<file path="config.mk">
export PLATFORM = sky130hd
export DESIGN_NAME = input_debouncer
export DESIGN_NICKNAME = d
export VERILOG_FILES = /design/src/rtl/input_debouncer.sv
export SDC_FILE = /design/constraint.sdc
export NUM_CORES = 1
export LEC_CHECK = 0
export BUFFER_PORTS_ARGS = -buffer_cell sky130_fd_sc_hd__buf_4
export CAP_MARGIN = 30
export CORE_MARGIN = 2
export CORE_UTILIZATION = 62
export CTS_CLUSTER_DIAMETER = 30
export CTS_CLUSTER_SIZE = 8
export DETAILED_ROUTE_END_ITERATION = 7
export PLACE_DENSITY = 0.79
export SYNTH_ARGS = -nofsm -noshare
export SYNTH_HDL_FRONTEND = slang
export SYNTH_SLANG_ARGS = --single-unit
</file>
<file path="constraint.sdc">
create_clock -name clk -period 6.9 [get_ports clk]
set_input_delay 0.69 -clock clk [delete_from_list [all_inputs] [get_ports clk]]
set_output_delay 0.69 -clock clk [all_outputs]
set_load 0.01 [all_outputs]
</file>
<file path="src/rtl/input_debouncer.sv">
// input_debouncer
//   Conditioning stage for board push-buttons and slide switches. Each raw
//   pin is first polarity-corrected, so that active-low keys read as 1 when
//   pressed. It is then brought into clk through a two-flop synchroniser and
//   filtered per channel. A channel accepts a new level only after the
//   synchronised value has differed from the current debounced level for
//   DEBOUNCE_CYCLES consecutive cycles. One-cycle change strobes are
//   suppressed until a post-reset settle window has elapsed. During that
//   window the initial switch positions are acquired silently.
//
// Ports
//   clk          system clock
//   reset        asynchronous, active-high reset
//   raw_in       unsynchronised pin levels, packed {keys[1:0], switches[3:0]}
//   debounced    filtered, polarity-corrected levels
//   changed      one-cycle strobe per bit when that debounced bit toggles
//   any_changed  OR of changed, registered alongside it
//   settled      high once the initial-acquisition window has elapsed
module input_debouncer #(
  parameter int                 WIDTH           = 6,
  parameter int                 DEBOUNCE_CYCLES = 500000,
  parameter logic [WIDTH-1:0]   INVERT_MASK     = 6'b110000
) (
  input  logic             clk,
  input  logic             reset,
  input  logic [WIDTH-1:0] raw_in,
  output logic [WIDTH-1:0] debounced,
  output logic [WIDTH-1:0] changed,
  output logic             any_changed,
  output logic             settled
);

  localparam int CNT_W    = (DEBOUNCE_CYCLES + 1 > 2) ? $clog2(DEBOUNCE_CYCLES + 1) : 1;
  localparam int SETTLE   = DEBOUNCE_CYCLES + 3;
  localparam int SETTLE_W = $clog2(SETTLE + 1);

  localparam logic [CNT_W-1:0]    CNT_LAST    = CNT_W'(DEBOUNCE_CYCLES - 1);
  localparam logic [SETTLE_W-1:0] SETTLE_LAST = SETTLE_W'(SETTLE - 1);
  localparam logic [SETTLE_W-1:0] SETTLE_MAX  = SETTLE_W'(SETTLE);

  logic [WIDTH-1:0]    sync1_reg;
  logic [WIDTH-1:0]    sync2_reg;
  logic [WIDTH-1:0]    event_next;
  logic [SETTLE_W-1:0] settle_cnt_reg;
  logic [WIDTH-1:0]    changed_reg;
  logic                any_changed_reg;
  logic                settled_reg;

  // Polarity correction happens ahead of the synchroniser, so every later
  // stage works in "1 = active" terms.
  always_ff @(posedge clk or posedge reset) begin
    if (reset) begin
      sync1_reg <= '0;
      sync2_reg <= '0;
    end else begin
      sync1_reg <= raw_in ^ INVERT_MASK;
      sync2_reg <= sync1_reg;
    end
  end

  // Independent filter per channel. A channel's counter only advances while
  // sync2 disagrees with its debounced level. Any agreement discards the
  // partial count, so a glitch restarts the qualification from zero.
  generate
    for (genvar gi = 0; gi < WIDTH; gi++) begin : g_chan
      logic [CNT_W-1:0] cnt_reg;
      logic             deb_reg;

      always_ff @(posedge clk or posedge reset) begin
        if (reset) begin
          cnt_reg <= '0;
          deb_reg <= 1'b0;
        end else if (sync2_reg[gi] == deb_reg) begin
          cnt_reg <= '0;
        end else if (cnt_reg == CNT_LAST) begin
          deb_reg <= sync2_reg[gi];
          cnt_reg <= '0;
        end else begin
          cnt_reg <= cnt_reg + CNT_W'(1);
        end
      end

      // True on exactly the edge that flips deb_reg.
      assign event_next[gi] = (sync2_reg[gi] != deb_reg) && (cnt_reg == CNT_LAST);
      assign debounced[gi]  = deb_reg;
    end
  endgenerate

  // The settle counter starts from reset release and saturates at SETTLE.
  // settled rises on the edge where the count reaches SETTLE. Strobes are
  // gated by the registered settled value, so an event on the same edge that
  // settled rises is still treated as part of the initial acquisition.
  always_ff @(posedge clk or posedge reset) begin
    if (reset) begin
      settle_cnt_reg  <= '0;
      settled_reg     <= 1'b0;
      changed_reg     <= '0;
      any_changed_reg <= 1'b0;
    end else begin
      if (settle_cnt_reg != SETTLE_MAX) begin
        settle_cnt_reg <= settle_cnt_reg + SETTLE_W'(1);
      end
      if (settle_cnt_reg == SETTLE_LAST) begin
        settled_reg <= 1'b1;
      end
      changed_reg     <= settled_reg ? event_next : '0;
      any_changed_reg <= settled_reg & (|event_next);
    end
  end

  assign changed     = changed_reg;
  assign any_changed = any_changed_reg;
  assign settled     = settled_reg;

endmodule

</file>
==> reports/results.txt, run 1 <==
Vias in the first global route: 5,183
Avg Vias per Cell: 5.65
Largest net degree at the start of global routing: 89
Ys Warns: 0
Fraction of layout cells with a size suffix above 1: 0.0942
Worst skew pair latency: 0.43 ns
Startpoint Class: register
Syn_nets: 737
Slew Limit Headroom: 0.420
Min-delay src: sync1_reg[4]$_DFF_PP0_
Worst setup endpoint: any_changed$_DFF_PP0_
Fmax: 0.479 GHz
Antenna viol nets, final: 0
Routed WL per cell: 15.0 um
Cells after synthesis: 721
Setup crit start: g_chan[3].cnt_reg[15]$_DFF_PP0_
Design Area, Final: 8190 um2
Post-Synth Simple-Gate Area: 0.247
Asr flop ratio synth: 1.00
Most frequent cell after synthesis: dfrtp_1
Setup TNS: 0 ns
Remaining DRCs: 1
Fin worst setup slack: 4.81 ns
Leakage: 3.53 nW
Peak supply drop: 0.207 mV
Comb power frac: 0.027
Post-CTS Hold Fix Bufs: 0
Largest cells by area after synthesis: dfrtp_1 (54%), xnor2_1 (8.7%), nor2_1 (7.2%)
Fraction of synthesized area in multiplexers: 0.0119
Primary FF master, synth: dfrtp_1
Final GP Congestion: 0.827
Dpl ws: 4.58 ns
Synth top area share: 0.539
Clock group share of total power: 0.473
Num ports: 22
Status: complete, but fails checks
Yosys cell types: 39
Max FO, Critical Path: 5
Flop2flop setup slack: 4.81 ns
Number of flops mapped to enable cells by yosys: 0
CTS Root Cell: clkbuf_16
Worst reg2reg endpoint: any_changed$_DFF_PP0_
Seq/Total Area, Yosys: 0.539
Final Slew Violations: 0
Routed WL: 13,500 um
Final Non-Filler Cells: 897
CTS tree: yes
CTS resizes: 0
Flop pwr share: 0.500
Worst-margin pin slew: 0.870 ns
Final nets: 758
Post-CTS Setup Bufs: 0
Worst r2r src: g_chan[3].cnt_reg[15]$_DFF_PP0_
Tcrit/Tclk final: 0.303
Synthesized area: 7380 um2
Post-DP Area: 7610 um2
Synth top cells by count: dfrtp_1 (159), nor2_1 (141), xnor2_1 (73)
Worst Setup Path Type: register to register
Tot Pwr: 1.91 mW
Die Width: 113 um
Clk sinks: 159
Internal power: 1.51 mW
H-Tree Level Count: 4
Pwr dens: 234 nW/um2
Adder-Cell Fraction of Synth Area: 0.0136
Final Setup Violations: 0
DIE AREA: 12,800 um2
Max cap viols: 0
RSZ-0062 raised after global routing: false
Average size of a mapped cell: 10.2 um2
CP Capture Type: register
Clock buffer count from CTS: 17
CP arrival: 2.42 ns
Xor/xnor share of the synthesized area: 0.148
Vias: 5,071
Worst-path clk slew: 0.06 ns
Switching power: 0.403 mW
I/O Buffers: 21
Violated checks: design-rule violations
Core Util, Final: 0.711
Max reg flops: 114
Hold Worst Slack: 0.344 ns
Post-Place Cells: 866
Diode count: 0
Hold Crit Class: register to register
Rows: 39
Top cell type by total area after synthesis: dfrtp_1
Total congestion overflow: 0
Initial antenna violation count: 0
Clk_skew: 0.0151 ns
All-Layer GR Usage: 0.233
Synth Area in Compound Gates: 0.0130
Initial DRC Count: 395
Fillers: 845
Die height: 113 um
Minimum clock period after layout: 2.09 ns
First-pass GRT wire length: 23,600 um
Reg2reg path depth: 5
Core area: 11,500 um2
Main combinational cell family by area after synthesis: simple AND/OR/NAND/NOR gates
Clock buffer depth: 2
Final Hold Viols: 0
Synthesized flop and latch total: 159
DRT Pass-1 Iters: 6
Switching share of power: 0.211
Area grow syn2layout: 10.8%
Dpl hpwl: 9150 um
Worst Path Required: 7.23 ns
Initial Util: 0.641
power groups by stage:
stage	clock network [mW]	logic (mW)	registers, mW
after global placement	0	0.0516	0.971
final	0.905	0.0525	0.955
after CTS	0.923	0.0543	0.955
after floorplan	0	0.0418	0.970
after global routing	0.968	0.0614	0.957
after detailed placement	0	0.0537	0.972
routing by layer:
| metal | part of all wire | global-route usage |
|---|---|---|
| met5 | 0 | 0 |
| met4 | 0.012 | 0.0894 |
| met3 | 0.034 | 0.0541 |
| met2 | 0.50 | 0.384 |
| met1 | 0.45 | 0.302 |
how the worst min path moves through the flow:
stage	end	slack (ns)	cells past startpoint
after floorplan	sync2_reg[0]$_DFF_PP0_	0.33	0
after global placement	sync2_reg[4]$_DFF_PP0_	0.33	0
after detailed placement	sync2_reg[4]$_DFF_PP0_	0.34	0
after CTS	sync2_reg[4]$_DFF_PP0_	0.35	0
after global routing	sync2_reg[4]$_DFF_PP0_	0.35	0
final	sync2_reg[4]$_DFF_PP0_	0.34	0
critical path, cell delays in order (launching register included):
cell     delay, ns
dfrtp_1       0.40
nand3_1       0.13
or4b_4        0.55
nor3_1        0.49
a22oi_1       0.22
a31oi_1       0.20
cells in the final DEF, fill, tap and decap left out, types with 2 or more instances in the layout:
master and count:
inv_6 2, nand4_1 19, clkinv_2 3, and2_1 5, nor2b_1 3, nand3b_1 3, nand2b_1 3, xor2_1 52
and3_1 16, mux2i_1 2, ha_1 8, dfrtp_1 159, mux2_2 6, or2_2 6, nand2_1 51, nor3_1 25
xnor2_1 73, bufinv_16 2, clkbuf_16 17, nor4_2 2, nand3_1 47, or3_1 5, nor4b_1 11, or4_1 3
clkinv_4 3, nor4_1 11, buf_4 22, o31ai_4 2, nor4bb_1 2, nor2_1 141, inv_1 21, o21ai_0 3
clkbuf_8 2, nand4b_1 2, clkbuf_1 3, and4_1 8, a21oi_1 5
final cells by class:
type | count | area (um2) | share of cell area
inverters | 22 | 87.6 | 0.0107
multi-input cells | 520 | 3200 | 0.391
clock buffers | 22 | 464 | 0.0567
flip-flops and latches | 159 | 3980 | 0.486
well taps | 143 | 179 | 0.0219
repair buffers | 22 | 165 | 0.0202
clock inverters | 9 | 110 | 0.0135
logic make-up after synthesis:
logic type / count (synthesis)
mux: 8
fa+ha+maj: 8
xor+xnor: 125
simple gates: 367
buf+inv: 42
compound gates: 12
flops: 159
(Power assumes the default switching activity.)
==> run 2, diff against run 1 <==
==> constraint.sdc (replaced) <==
create_clock -name clk -period 2 [get_ports clk]
set_input_delay 0.2 -clock clk [delete_from_list [all_inputs] [get_ports clk]]
set_output_delay 0.2 -clock clk [all_outputs]
set_load 0.01 [all_outputs]
==> reports/results.txt, run 2 (synthesis gave the netlist of run 1 again) <==
Status: complete, but fails checks
Final GP Congestion: 0.827 (about the same)
Remaining DRCs: 1 (unchanged)
Post-CTS Setup Bufs: 0 (unchanged)
Largest net degree at the start of global routing: 108 (+21%)
Initial DRC Count: 397 (+0.51%)
Vias: 5,120 (+0.97%)
Setup TNS: 0 ns (unchanged)
Core Util, Final: 0.737 (+0.0262)
CP cell instances: nor4b_1 -> nand2_1 -> nor4_2 -> buf_4 -> mux2_2
H-Tree Level Count: 4 (unchanged)
Max FO, Critical Path: 6 (+1)
Most frequent cells in the layout: dfrtp_1 (159), nor2_1 (141), xnor2_1 (73), xor2_1 (52), nand2_1 (51)
Rows: 39 (unchanged)
Worst-margin pin slew: 0.579 ns (-0.291 ns)
Total congestion overflow: 0 (unchanged)
Final Setup Violations: 0 (unchanged)
CP max-delay cell: dfrtp_1
Antenna viol nets, final: 0 (unchanged)
Die Width: 113 um (unchanged)
Final Hold Viols: 0 (unchanged)
Core area: 11,500 um2 (unchanged)
Clk sinks: 159 (unchanged)
Diode count: 0 (unchanged)
DRT Pass-1 Iters: 6 (unchanged)
Worst skew pair latency: 0.42 ns (about the same)
Routed WL: 13,500 um (about the same)
Worst Setup Path Type: register to register
Minimum clock period after layout: 1.90 ns (-0.190 ns)
Routed WL per cell: 14.7 um (-2.1%)
Violated checks: design-rule violations
Post-Place Cells: 877 (+1.3%)
Register area: 3980 um2 (unchanged)
Fmax: 0.526 GHz (+10%)
Num ports: 22 (unchanged)
Max reg flops: 114 (unchanged)
CP Capture Type: register
Fillers: 787 (-6.9%)
Hold Crit Class: register to register
Pwr dens: 840 nW/um2 (+260%)
Final Non-Filler Cells: 916 (+2.1%)
Family with the most delay on the worst path: simple AND/OR/NAND/NOR gates
Commonest non-fill, non-tap cell in the layout: dfrtp_1
Clk_skew: 0.00703 ns (-0.00808 ns)
Final Slew Violations: 0 (unchanged)
Worst Path Required: 2.30 ns (-4.93 ns)
All-Layer GR Usage: 0.231 (-0.00176)
Initial Util: 0.641 (unchanged)
CTS Root Cell: clkbuf_16
Peak supply drop: 0.876 mV (+320%)
Fraction of layout cells with a size suffix above 1: 0.114 (+0.0197)
Crit-path max cell delay: 0.44 ns (-0.11 ns)
RSZ-0062 raised after global routing: false
Die height: 113 um (unchanged)
Area grow syn2layout: 14.9%
Avg Vias per Cell: 5.59 (-1.1%)
Design Area, Final: 8490 um2 (+3.7%)
Multi-input logic area: 3230 um2 (+0.98%)
Tcrit/Tclk final: 0.950 (+0.647)
Initial antenna violation count: 0 (unchanged)
Buf+Inv Stages, Crit Path: 1 (+1)
Leakage: 3.67 nW (+3.9%)
DIE AREA: 12,800 um2 (unchanged)
Post-DP Area: 7720 um2 (+1.4%)
Vias in the first global route: 5,216 (+0.64%)
Final nets: 776 (+2.4%)
Clock buffer depth: 2 (unchanged)
Dpl hpwl: 9150 um (about the same)
Worst-path clk slew: 0.06 ns (about the same)
I/O Buffers: 21 (unchanged)
Max cap viols: 0 (unchanged)
Startpoint Class: register
CTS tree: yes
Slew Limit Headroom: 0.611 (+0.191)
CP arrival: 2.20 ns (-0.22 ns)
Clock buffer count from CTS: 17 (unchanged)
First-pass GRT wire length: 23,600 um (-0.26%)
Tot Pwr: 7.13 mW (+270%)
run 2: what timing repair did:
action | CTS | global route
gates resized for setup | 0 | 6
endpoints found under the setup margin | 0 | 9
hold endpoints to repair | 58 | 0
hold buffers | 7 | 0
run 2: layer usage:
| layer | wire (um) | vias up | global-route usage | share of wire |
|---|---|---|---|---|
| li1 | - | 2488 | - | - |
| met1 | 5990 | 2542 | 0.291 | 0.44 |
| met2 | 6880 | 75 | 0.384 | 0.51 |
| met3 | 423 | 15 | 0.0616 | 0.031 |
| met4 | 172 | 0 | 0.0878 | 0.013 |
| met5 | 0 | - | 0 | 0 |
run 2: metrics by stage:
step	worst slack (ns)	hold slack [ns]
2_1_floorplan	-0.215	0.231
3_3_place_gp	0.162	0.309
3_5_place_dp	0.0601	0.310
4_1_cts	0.0546	0.349
5_1_grt	0.00437	0.357
6_report	0.0998	0.348
run 2: worst paths after layout:
kind	startpoint	end	slack, ns	cells after the start
worst max-delay path	g_chan[5].cnt_reg[11]$_DFF_PP0_	g_chan[5].deb_reg$_DFFE_PP0P_	0.1	5
worst min-delay path	sync1_reg[4]$_DFF_PP0_	sync2_reg[4]$_DFF_PP0_	0.35	0
worst max register to register	g_chan[5].cnt_reg[11]$_DFF_PP0_	g_chan[5].deb_reg$_DFFE_PP0P_	0.1	5
worst min register to register	sync1_reg[4]$_DFF_PP0_	sync2_reg[4]$_DFF_PP0_	0.35	0
max in group asynchronous	reset	g_chan[2].cnt_reg[2]$_DFF_PP0_	1.01	4
min in group asynchronous	reset	g_chan[3].cnt_reg[13]$_DFF_PP0_	0.46	4
run 2: area by class of cell:
cell class	instances	area share
clock buffer	18	0.0506
clock inverter	14	0.0282
inverter	22	0.0102
multi-input combinational	520	0.381
sequential	159	0.469
tap	143	0.0211
timing repair buffer	40	0.0404
run 2: power breakdown:
group | switching [mW] | total (mW) | internal, mW | leakage, nW
registers | 0.0368 | 3.30 | 3.26 | 2.16
logic | 0.134 | 0.204 | 0.0704 | 1.19
clock network | 1.29 | 3.63 | 2.34 | 0.317
